===== src/rtl/mmu_arbiter.sv =====
// Round-robin arbiter sharing the MMU port between instruction fetch (m0) and load/store (m1).
// One transaction at a time with registered MMU signals, registered responses and an optional watchdog.
module mmu_arbiter #(
   parameter int unsigned TIMEOUT_CYCLES = 255
) (
   input  logic        clk,
   input  logic        reset_n,

   input  logic        m0_read_enable,
   input  logic        m0_write_enable,
   input  logic        m0_signed_read,
   input  logic [1:0]  m0_data_width,
   input  logic [31:0] m0_address,
   input  logic [31:0] m0_data_in,
   output logic [31:0] m0_data_out,
   output logic        m0_ready,
   output logic        m0_error,

   input  logic        m1_read_enable,
   input  logic        m1_write_enable,
   input  logic        m1_signed_read,
   input  logic [1:0]  m1_data_width,
   input  logic [31:0] m1_address,
   input  logic [31:0] m1_data_in,
   output logic [31:0] m1_data_out,
   output logic        m1_ready,
   output logic        m1_error,

   output logic        mmu_read_enable,
   output logic        mmu_write_enable,
   output logic        mmu_mem_signed_read,
   output logic [1:0]  mmu_mem_data_width,
   output logic [31:0] mmu_address,
   output logic [31:0] mmu_data_in,
   input  logic [31:0] mmu_data_out,
   input  logic        mmu_mem_ready,

   output logic        busy,
   output logic        grant
);

   localparam logic        TIMEOUT_EN    = (TIMEOUT_CYCLES != 0);
   localparam logic [15:0] TIMEOUT_LIMIT = 16'(TIMEOUT_CYCLES);

   typedef enum logic [1:0] {
      IDLE,
      ACCESS,
      DONE
   } state_e;

   state_e      state_q, state_d;
   logic        last_grant_q, last_grant_d;
   logic        grant_q, grant_d;
   logic        busy_q, busy_d;
   logic [15:0] cnt_q, cnt_d;

   logic        mmu_re_q, mmu_re_d;
   logic        mmu_we_q, mmu_we_d;
   logic        mmu_signed_q, mmu_signed_d;
   logic [1:0]  mmu_width_q, mmu_width_d;
   logic [31:0] mmu_addr_q, mmu_addr_d;
   logic [31:0] mmu_wdata_q, mmu_wdata_d;

   logic [31:0] m0_data_out_q, m0_data_out_d;
   logic [31:0] m1_data_out_q, m1_data_out_d;
   logic        m0_ready_q, m0_ready_d;
   logic        m1_ready_q, m1_ready_d;
   logic        m0_error_q, m0_error_d;
   logic        m1_error_q, m1_error_d;

   logic        req0, req1, any_req, sel;
   logic        sel_re, sel_we, sel_signed;
   logic [1:0]  sel_width;
   logic [31:0] sel_addr, sel_wdata;
   logic [15:0] cnt_inc;
   logic        timeout_hit;

   assign req0    = m0_read_enable | m0_write_enable;
   assign req1    = m1_read_enable | m1_write_enable;
   assign any_req = req0 | req1;

   // On a tie the master that was not served last wins.
   always_comb begin
      sel = 1'b0;
      if (req0 && req1) begin
         sel = ~last_grant_q;
      end else if (req1) begin
         sel = 1'b1;
      end
   end

   always_comb begin
      sel_re     = sel ? m1_read_enable  : m0_read_enable;
      sel_we     = sel ? m1_write_enable : m0_write_enable;
      sel_signed = sel ? m1_signed_read  : m0_signed_read;
      sel_width  = sel ? m1_data_width   : m0_data_width;
      sel_addr   = sel ? m1_address      : m0_address;
      sel_wdata  = sel ? m1_data_in      : m0_data_in;
   end

   assign cnt_inc     = (cnt_q == 16'hFFFF) ? cnt_q : cnt_q + 16'd1;
   assign timeout_hit = TIMEOUT_EN && (cnt_inc == TIMEOUT_LIMIT);

   always_comb begin
      state_d       = state_q;
      last_grant_d  = last_grant_q;
      grant_d       = grant_q;
      cnt_d         = cnt_q;
      mmu_re_d      = mmu_re_q;
      mmu_we_d      = mmu_we_q;
      mmu_signed_d  = mmu_signed_q;
      mmu_width_d   = mmu_width_q;
      mmu_addr_d    = mmu_addr_q;
      mmu_wdata_d   = mmu_wdata_q;
      m0_data_out_d = m0_data_out_q;
      m1_data_out_d = m1_data_out_q;
      m0_ready_d    = 1'b0;
      m1_ready_d    = 1'b0;
      m0_error_d    = 1'b0;
      m1_error_d    = 1'b0;

      unique case (state_q)
         IDLE: begin
            if (any_req) begin
               state_d      = ACCESS;
               grant_d      = sel;
               last_grant_d = sel;
               cnt_d        = '0;
               // A write wins when both enables are raised together.
               mmu_we_d     = sel_we;
               mmu_re_d     = sel_re & ~sel_we;
               mmu_signed_d = sel_signed;
               mmu_width_d  = sel_width;
               mmu_addr_d   = sel_addr;
               mmu_wdata_d  = sel_wdata;
            end
         end

         ACCESS: begin
            cnt_d = cnt_inc;
            if (mmu_mem_ready) begin
               state_d  = DONE;
               mmu_re_d = 1'b0;
               mmu_we_d = 1'b0;
               if (grant_q) begin
                  m1_ready_d = 1'b1;
                  if (mmu_re_q) m1_data_out_d = mmu_data_out;
               end else begin
                  m0_ready_d = 1'b1;
                  if (mmu_re_q) m0_data_out_d = mmu_data_out;
               end
            end else if (timeout_hit) begin
               state_d  = DONE;
               mmu_re_d = 1'b0;
               mmu_we_d = 1'b0;
               if (grant_q) begin
                  m1_ready_d    = 1'b1;
                  m1_error_d    = 1'b1;
                  m1_data_out_d = '0;
               end else begin
                  m0_ready_d    = 1'b1;
                  m0_error_d    = 1'b1;
                  m0_data_out_d = '0;
               end
            end
         end

         DONE: begin
            // Requests still asserted here are stale and must not be re-granted.
            state_d = IDLE;
         end

         default: begin
            state_d = IDLE;
         end
      endcase

      busy_d = (state_d != IDLE);
   end

   always_ff @(posedge clk or negedge reset_n) begin
      if (!reset_n) begin
         state_q       <= IDLE;
         last_grant_q  <= 1'b1;
         grant_q       <= 1'b0;
         busy_q        <= 1'b0;
         cnt_q         <= '0;
         mmu_re_q      <= 1'b0;
         mmu_we_q      <= 1'b0;
         mmu_signed_q  <= 1'b0;
         mmu_width_q   <= '0;
         mmu_addr_q    <= '0;
         mmu_wdata_q   <= '0;
         m0_data_out_q <= '0;
         m1_data_out_q <= '0;
         m0_ready_q    <= 1'b0;
         m1_ready_q    <= 1'b0;
         m0_error_q    <= 1'b0;
         m1_error_q    <= 1'b0;
      end else begin
         state_q       <= state_d;
         last_grant_q  <= last_grant_d;
         grant_q       <= grant_d;
         busy_q        <= busy_d;
         cnt_q         <= cnt_d;
         mmu_re_q      <= mmu_re_d;
         mmu_we_q      <= mmu_we_d;
         mmu_signed_q  <= mmu_signed_d;
         mmu_width_q   <= mmu_width_d;
         mmu_addr_q    <= mmu_addr_d;
         mmu_wdata_q   <= mmu_wdata_d;
         m0_data_out_q <= m0_data_out_d;
         m1_data_out_q <= m1_data_out_d;
         m0_ready_q    <= m0_ready_d;
         m1_ready_q    <= m1_ready_d;
         m0_error_q    <= m0_error_d;
         m1_error_q    <= m1_error_d;
      end
   end

   assign mmu_read_enable     = mmu_re_q;
   assign mmu_write_enable    = mmu_we_q;
   assign mmu_mem_signed_read = mmu_signed_q;
   assign mmu_mem_data_width  = mmu_width_q;
   assign mmu_address         = mmu_addr_q;
   assign mmu_data_in         = mmu_wdata_q;
   assign m0_data_out         = m0_data_out_q;
   assign m1_data_out         = m1_data_out_q;
   assign m0_ready            = m0_ready_q;
   assign m1_ready            = m1_ready_q;
   assign m0_error            = m0_error_q;
   assign m1_error            = m1_error_q;
   assign busy                = busy_q;
   assign grant               = grant_q;

endmodule


===== config.mk =====
export PLATFORM = sky130hd
export DESIGN_NAME = mmu_arbiter
export DESIGN_NICKNAME = d
export VERILOG_FILES = /design/src/rtl/mmu_arbiter.sv
export SDC_FILE = /design/constraint.sdc
export NUM_CORES = 1
export LEC_CHECK = 0
export CAP_MARGIN = 40
export CORE_ASPECT_RATIO = 2
export CORE_MARGIN = 2
export CORE_UTILIZATION = 44
export CTS_CLUSTER_SIZE = 24
export DETAILED_ROUTE_END_ITERATION = 10
export HOLD_SLACK_MARGIN = 0.12
export PLACE_DENSITY_LB_ADDON = 0.1
export SLEW_MARGIN = 30
export SYNTH_ARGS = -nofsm -noshare
export SYNTH_HDL_FRONTEND = slang
export SYNTH_SLANG_ARGS = --single-unit

===== constraint.sdc =====
create_clock -name clk -period 2.6 [get_ports clk]
set_input_delay 0.39 -clock clk [delete_from_list [all_inputs] [get_ports clk]]
set_output_delay 0.39 -clock clk [all_outputs]
set_load 0.005 [all_outputs]

==> results of run 1 <==
state kept, by name, summed over array words and instances (netlist names):
register and flops:
cnt_q 16, busy 1, mmu_write_enable 1, mmu_address 32, mmu_mem_data_width 2, m0_ready 1
m0_error 1, mmu_mem_signed_read 1, state_q 2, mmu_data_in 32, grant 1, mmu_read_enable 1
last_grant_q 1, m0_data_out 32, m1_ready 1, m1_data_out 32, m1_error 1
metal layers:
layer,vias to the layer above,global-route usage
li1,3537,-
met1,3471,0.288
met2,254,0.523
met3,33,0.0689
met4,0,0.0954
met5,-,0
cells by family (layout without fill, tap and decap cells):
group | Yosys count | after routing | synth area share
buffers and inverters | 125 | 457 | 0.0667
muxes | 71 | 71 | 0.0904
AOI/OAI and AO/OA | 253 | 253 | 0.202
DFF | 158 | 158 | 0.502
xor gates and xnor gates | 2 | 2 | 0.00222
adders and majority gates | 1 | 1 | 0.00159
other | 0 | 2 | 0
and+or+nand+nor | 245 | 245 | 0.135
final cells by class:
type | instances | share of cell area
flip-flops and latches | 158 | 0.327
repair buffers | 357 | 0.296
multi-input cells | 572 | 0.283
clock buffers | 19 | 0.0375
well taps | 213 | 0.0220
inverters | 68 | 0.0211
clock inverters | 13 | 0.0129
diodes | 2 | 0.000414
where the power goes:
group	internal [W]	switching, W	leakage [nW]
Sequential	0.00325	0.000510	1.75
Combinational	0.00265	0.00257	3.36
Clock	0.00149	0.00106	0.286
how the worst max path moves through the flow:
| stage | start | endpoint | slack (ns) | cells past startpoint |
|---|---|---|---|---|
| finish | cnt_q[0] | m0_data_out[19] | 0.18 | 9 |
| global route | cnt_q[0] | m0_data_out[19] | 0.03 | 9 |
| CTS | cnt_q[0] | m0_data_out[19] | 0.07 | 8 |
| detailed placement | cnt_q[0] | m0_data_out[19] | 0.09 | 8 |
| global placement | m1_write_enable | cnt_q[11] | 0.07 | 6 |
| floorplan | cnt_q[0] | m0_data_out[0] | 0.40 | 8 |
worst min-delay path, stage by stage, from the launching register on:
cell and delay, ns:
dfrtp_1 0.34, nand2_1 0.04, o21ai_0 0.06
synth_stat cells, types with 2 or more instances:
cell      count
and4_1        7
a22oi_1       2
clkbuf_1     42
a31oi_1       6
nand2b_1      3
buf_2         5
a21boi_0      2
o21ai_2      60
nand4_1       7
nor2_1       49
mux2i_1      70
nor3_1        8
and2_1        2
nand3_1       8
dfrtp_1     157
buf_1         2
a31o_2        4
buf_6         6
a22o_1        2
nand2_1     151
xor2_1        2
o31a_1        2
a21oi_1      40
inv_1        68
o21ai_0     123
o31ai_1       3
stage by stage:
step	setup slack [ns]	cell area, um^2	hold slack (ns)
2_1_floorplan	0.402	7880	0.0944
3_3_place_gp	0.0749	11500	0.430
3_5_place_dp	0.0886	11500	0.433
4_1_cts	0.0650	12100	0.484
5_1_grt	0.0310	12100	0.501
6_report	0.183	12100	0.480
repair_timing:
action | 4_1_cts | 5_1_grt
endpoints found under the setup margin | 0 | 58
resized for setup | 0 | 1
buffers inserted | 0 | 1
hold buffers | 1 | 0
endpoints found under the hold margin | 60 | 0
==> key figures, run 1 <==
Status
  • Status: finished clean

STA
  • # setup viols final: 0
  • Fin crit share: 0.929
  • Fmax: a little over 400 MHz
  • Hold Vio Cnt, Final: 0
  • Worst-Margin Slew: between 0.6 and 0.7 ns
  • Slew Viols, Final: 0
  • Unrepaired setup endpoints after global routing: no
  • Min cycle time layout: between 2 and 2.5 ns
  • Slew Limit Headroom: 0.594
  • Setup TNS: 0 ns
  • Clk_skew: 0.00831 ns

Die
  • Die Area: roughly 19000 um^2
  • FP Rows: 69
  • CORE AREA: roughly 18000 um^2
  • Initial Util: 0.445
  • I/O Pins: 312
  • Die W: approximately 99 um
  • Die H: 193 um

Route
  • First-pass DRT Iterations: 4
  • DRT iter0 DRCs: roughly 280
  • Final ANT Viol Nets: 0
  • Drc violations: 0
  • Wl on met1: about 9000 um
  • Vias after detailed routing: roughly 7300
  • Met2 WL post-DR: ~14000 um
  • Vias per cell: 5.20
  • Metal3 WL: about 1500 um
  • Avg WL per Cell: about 18 um
  • Max layer used: met4
  • Final wirelength: 25600 um

Global route
  • Number of global-route vias before repair: approximately 7500
  • First-pass GRT wire length: 40200 um
  • GRT Util Overall: 0.274
  • GRT overflow: 0
  • Largest net degree at the start of global routing: 65
  • Initial antenna violation count: 2

Cells and area
  • Area grow syn2layout: 53.5%
  • Multi-input gate area: between 3000 and 4000 um^2
  • Post-layout util: 0.683
  • Sequential cell area: ~4000 um^2
  • Most common cell after layout, fill and taps aside: clkdlybuf4s50_1
  • Most frequent cells in the layout: clkdlybuf4s50_1 (310), dfrtp_1 (157), nand2_1 (150), o21ai_0 (122), mux2i_1 (70)
  • Ratio of cells with drive above 1 in the final layout: 0.129
  • Final net count: 1348
  • Finished Layout Cells: ~1400
  • # fillers: approximately 1500

Synth
  • Syn Nets: 1029
  • Syn avg cell area: between 9 and 10 um^2
  • Area of the mapped netlist: a little under 8000 um^2
  • Async set-reset flop share out of synthesis: 1.00
  • Synth cell types: 50
  • Main synth FF type: dfrtp_1
  • Yosys reg bits: between 150 and 200
  • Leading area contributor after synthesis: dfrtp_1
  • Syn Inst Count: 855
  • Sequential-to-total area share from yosys stat: 0.502
  • Top post-synthesis cells by area: dfrtp_1 (50%), mux2i_1 (8.9%), o21ai_0 (7.8%), nand2_1 (7.2%), o21ai_2 (6.7%)
  • Synth warnings: 0
  • Area share of the largest cell type after synthesis: 0.499
  • EDFF count, synth: 0

Critical path
  • Cells along the critical path: ha_2 > nand4_1 > buf_4 > nor4_4 > o31a_1 > o21a_1 > a41o_4 > buf_12 > o21ai_2
  • Crit end category: register
  • Worst r2r path cells: 9
  • Crit-path slowest cell: dfrtp_1
  • Critical R2R Launch: cnt_q[0]
  • Kind of critical path: register to register
  • Reg2reg setup slack: 0.18 ns
  • CP Max Fanout: 25
  • CP top delay family: compound AO/OA/AOI/OAI gates
  • Worst r2r dst: m0_data_out[19]
  • Arr. time, crit path: about 2.7 ns
  • Worst Setup Start Kind: register
  • Worst Path Buf+Inv: 2
  • Slowest cell delay on critical path: roughly 0.41 ns
  • Critical path data required time: between 2 and 3 ns

Worst hold path
  • Min-Delay Path Depth: 2
  • Hold EP: mmu_address[25]
  • Worst hold path type: register to register
  • HP Start: mmu_address[25]

CTS
  • CTS H-tree depth: 4
  • CTS root buf: clkbuf_16
  • Worst skew pair latency: 0.42 ns
  • Clock slew at reported path FFs: about 0.07 ns
  • Clk buf depth: 2
  • TritonCTS Buffers: 17
  • CTS tree: built
  • CTS Sinks: 158

Flow run
  • Number of max-cap violations: 0

Power
  • Leakage: between 5 and 6 nW
  • Pwr dens: about 950 nW/um^2
  • Total power: around 0.012 W
  • Max VDD drop: 0.000526 V

Placement
  • Detail Placement HPWL: between 15000 and 20000 um
  • Gp weighted congestion: between 0.9 and 1
  • IO Port Bufs: roughly 310
  • Placed insts: ~1400
(Power assumes the default switching activity.)
==> run 2, diff against run 1 <==
--- a/config.mk
+++ b/config.mk
@@ -11,6 +11,7 @@
 export CORE_UTILIZATION = 44
 export CTS_CLUSTER_SIZE = 24
 export DETAILED_ROUTE_END_ITERATION = 10
+export GPL_TIMING_DRIVEN = 0
 export HOLD_SLACK_MARGIN = 0.12
 export PLACE_DENSITY_LB_ADDON = 0.1
 export SLEW_MARGIN = 30
==> run 2 against run 1 <==
Cell count grew 1.1%; sequential cell count is the same; critical path depth shrank 2; clock power shrank 13%; critical endpoint is now m1_data_out[17]; highest routed layer unchanged.
==> key figures, run 2 (synthesis results as in run 1) <==
Status
  • Status: finished clean

CTS
  • Clk buf depth: 2 (unchanged)
  • CTS root buf: clkbuf_16
  • Clock slew at reported path FFs: 0.06 ns (about the same)
  • CTS Sinks: 158 (unchanged)
  • CTS H-tree depth: 4 (unchanged)
  • Worst skew pair latency: 0.43 ns (about the same)
  • TritonCTS Buffers: 17 (unchanged)
  • CTS tree: built

STA
  • Worst-Margin Slew: 0.809 ns (+0.200 ns)
  • Slew Viols, Final: 0 (unchanged)
  • Min cycle time layout: 2.51 ns (+0.0940 ns)
  • Unrepaired setup endpoints after global routing: no
  • Hold Vio Cnt, Final: 0 (unchanged)
  • Slew Limit Headroom: 0.461 (-0.133)
  • Fmax: 398 MHz (-3.7%)
  • Setup TNS: 0 ns (unchanged)
  • Clk_skew: 0.00812 ns (-0.000190 ns)
  • Fin crit share: 0.966 (+0.0361)
  • # setup viols final: 0 (unchanged)

Critical path
  • Kind of critical path: register to register
  • Worst r2r path cells: 7 (-2)
  • Critical path data required time: 2.91 ns (about the same)
  • Worst Setup Start Kind: register
  • Crit end category: register
  • CP Max Fanout: 10 (-60%)
  • Worst r2r dst: m1_data_out[17]
  • Reg2reg setup slack: 0.09 ns (-0.09 ns)
  • Critical R2R Launch: cnt_q[12]
  • Arr. time, crit path: 2.82 ns (+0.10 ns)

Worst hold path
  • HP Start: mmu_data_in[2]
  • Min-Delay Path Depth: 2 (unchanged)
  • Hold EP: mmu_data_in[2]
  • Worst hold path type: register to register

Route
  • Vias per cell: 5.20 (about the same)
  • Vias after detailed routing: 7372 (+1.1%)
  • DRT iter0 DRCs: 269 (-2.5%)
  • Drc violations: 0 (unchanged)
  • Final wirelength: 25900 um (+1.4%)
  • Final ANT Viol Nets: 0 (unchanged)
  • First-pass DRT Iterations: 5 (+1)
  • Avg WL per Cell: 18.3 um (+0.23%)

Global route
  • GR Util met3: 0.0789 (+0.0101)
  • Met1 Use GR: 0.270 (-0.0181)
  • GRT Util Overall: 0.274 (about the same)
  • Layer with the highest usage: met2
  • GRT overflow: 0 (unchanged)
  • Number of global-route vias before repair: 7579 (+1.6%)
  • GR Layer Usage met2: 0.523 (+0.000523)
  • Initial antenna violation count: 3 (+1)
  • Largest net degree at the start of global routing: 83 (+28%)
  • First-pass GRT wire length: 40400 um (+0.33%)

Cells and area
  • Most frequent cells in the layout: clkdlybuf4s50_1 (310), dfrtp_1 (157), nand2_1 (151), o21ai_0 (123), mux2i_1 (70)
  • Final net count: 1364 (+1.2%)
  • Area grow syn2layout: 50.7%
  • Multi-input gate area: 3420 um^2 (-0.18%)
  • Post-layout util: 0.671 (-0.0125)
  • Most common cell after layout, fill and taps aside: clkdlybuf4s50_1
  • Ratio of cells with drive above 1 in the final layout: 0.104 (-0.0249)
  • # fillers: 1504 (+2.6%)
  • Sequential cell area: 3960 um^2 (unchanged)

Placement
  • Detail Placement HPWL: 20200 um (+3.1%)
  • Gp weighted congestion: 0.921 (-5.3%)
  • IO Port Bufs: 311 (unchanged)

Die
  • Die Area: 19000 um^2 (unchanged)
  • Die W: 98.6 um (unchanged)
  • Initial Util: 0.445 (unchanged)
  • I/O Pins: 312 (unchanged)
  • CORE AREA: 17700 um^2 (unchanged)
  • FP Rows: 69 (unchanged)
  • Die H: 193 um (unchanged)

Power
  • Pwr dens: 937 nW/um^2 (-1.7%)
  • Max VDD drop: 0.000542 V (+3.1%)
  • Leakage: 5.25 nW (-2.8%)

Flow run
  • Number of max-cap violations: 0 (unchanged)
==> run 2: cell types whose count changed in the layout (fill, tap and decap cells not counted), moves of 4 or more <==
cell | before | now
clkbuf_1 | 0 | 40
buf_4 | 36 | 4
buf_12 | 9 | 0
clkbuf_2 | 0 | 7
buf_2 | 0 | 6
buf_6 | 1 | 6
clkinv_2 | 0 | 4
==> run 2: area by class of cell <==
type	instances	area share
multi-input cells	572	0.288
flip-flops and latches	158	0.333
diodes	3	0.000633
well taps	213	0.0225
repair buffers	317	0.268
clock buffers	20	0.0368
inverters	68	0.0215
plain buffers	56	0.0231
clock inverters	11	0.00611
==> run 2: worst max-delay path by stage <==
stage	from	cells after the start	to	slack, ns
6_report	cnt_q[12]	7	m1_data_out[17]	0.09
5_1_grt	m0_write_enable	7	mmu_data_in[24]	0.0007
4_1_cts	m0_write_enable	8	grant	0.02
3_5_place_dp	m0_write_enable	8	mmu_address[31]	-0.66
3_3_place_gp	reset_n	1	mmu_address[17]	-5.52
2_1_floorplan	cnt_q[0]	8	m0_data_out[0]	0.40
==> run 2: worst max-delay path, stage by stage, from the launching register on <==
cell and delay, ns:
dfrtp_1 0.47, nand4_1 0.31, o31a_1 0.33, a31oi_1 0.35, and4_4 0.34, a41o_4 0.32, buf_6 0.20, o21ai_2 0.06
==> run 2: per-layer routing <==
layer / wire, um / vias to the layer above
li1: - / 3571
met5: 0 / -
met4: 905 / 0
met1: 8890 / 3491
met3: 1770 / 49
met2: 14300 / 261
==> run 2: through the flow <==
| stage | setup WS [ns] | total power [W] | hold WS [ns] | instance area (um^2) | std cells |
|---|---|---|---|---|---|
| after detailed placement | -0.656 | 0.00899 | 0.433 | 11300 | 1380 |
| after CTS | 0.0225 | 0.0112 | 0.484 | 11800 | 1413 |
| final | 0.0895 | 0.0111 | 0.475 | 11900 | 1418 |
| after global placement | -5.52 | 0.00890 | 0.463 | 11300 | 1379 |
| after global routing | 0.000694 | 0.0119 | 0.500 | 11900 | 1418 |
| after floorplan | 0.402 | 0.00624 | 0.0944 | 7880 | 855 |
==> run 2: repair_timing <==
| item | 4_1_cts | 5_1_grt |
|---|---|---|
| resized for setup | 3 | 10 |
| pin swaps | 1 | 1 |
| hold endpoints to repair | 80 | 0 |
| endpoints found under the setup margin | 137 | 129 |
| buffers inserted | 2 | 1 |
| gates cloned | 0 | 0 |
| hold buffers | 1 | 0 |
==> run 2: report_power, final <==
group / total (W) / switching [W] / internal [W]
Clock: 0.00221 / 0.00100 / 0.00120
Sequential: 0.00374 / 0.000493 / 0.00325
Combinational: 0.00517 / 0.00267 / 0.00250
==> run 3, diff against run 2 <==
==> constraint.sdc (replaced) <==
create_clock -name clk -period 2.6 [get_ports clk]
set_input_delay 0.39 -clock clk [delete_from_list [all_inputs] [get_ports clk]]
set_output_delay 0.39 -clock clk [all_outputs]
set_load 0.01 [all_outputs]
==> results of run 3 <==
The final DEF is identical to that of run 2. Status: finished clean.
Main changes from that run: total power 0.0111 W -> 0.0114 W; worst IR drop on VDD 0.000542 V -> 0.000561 V
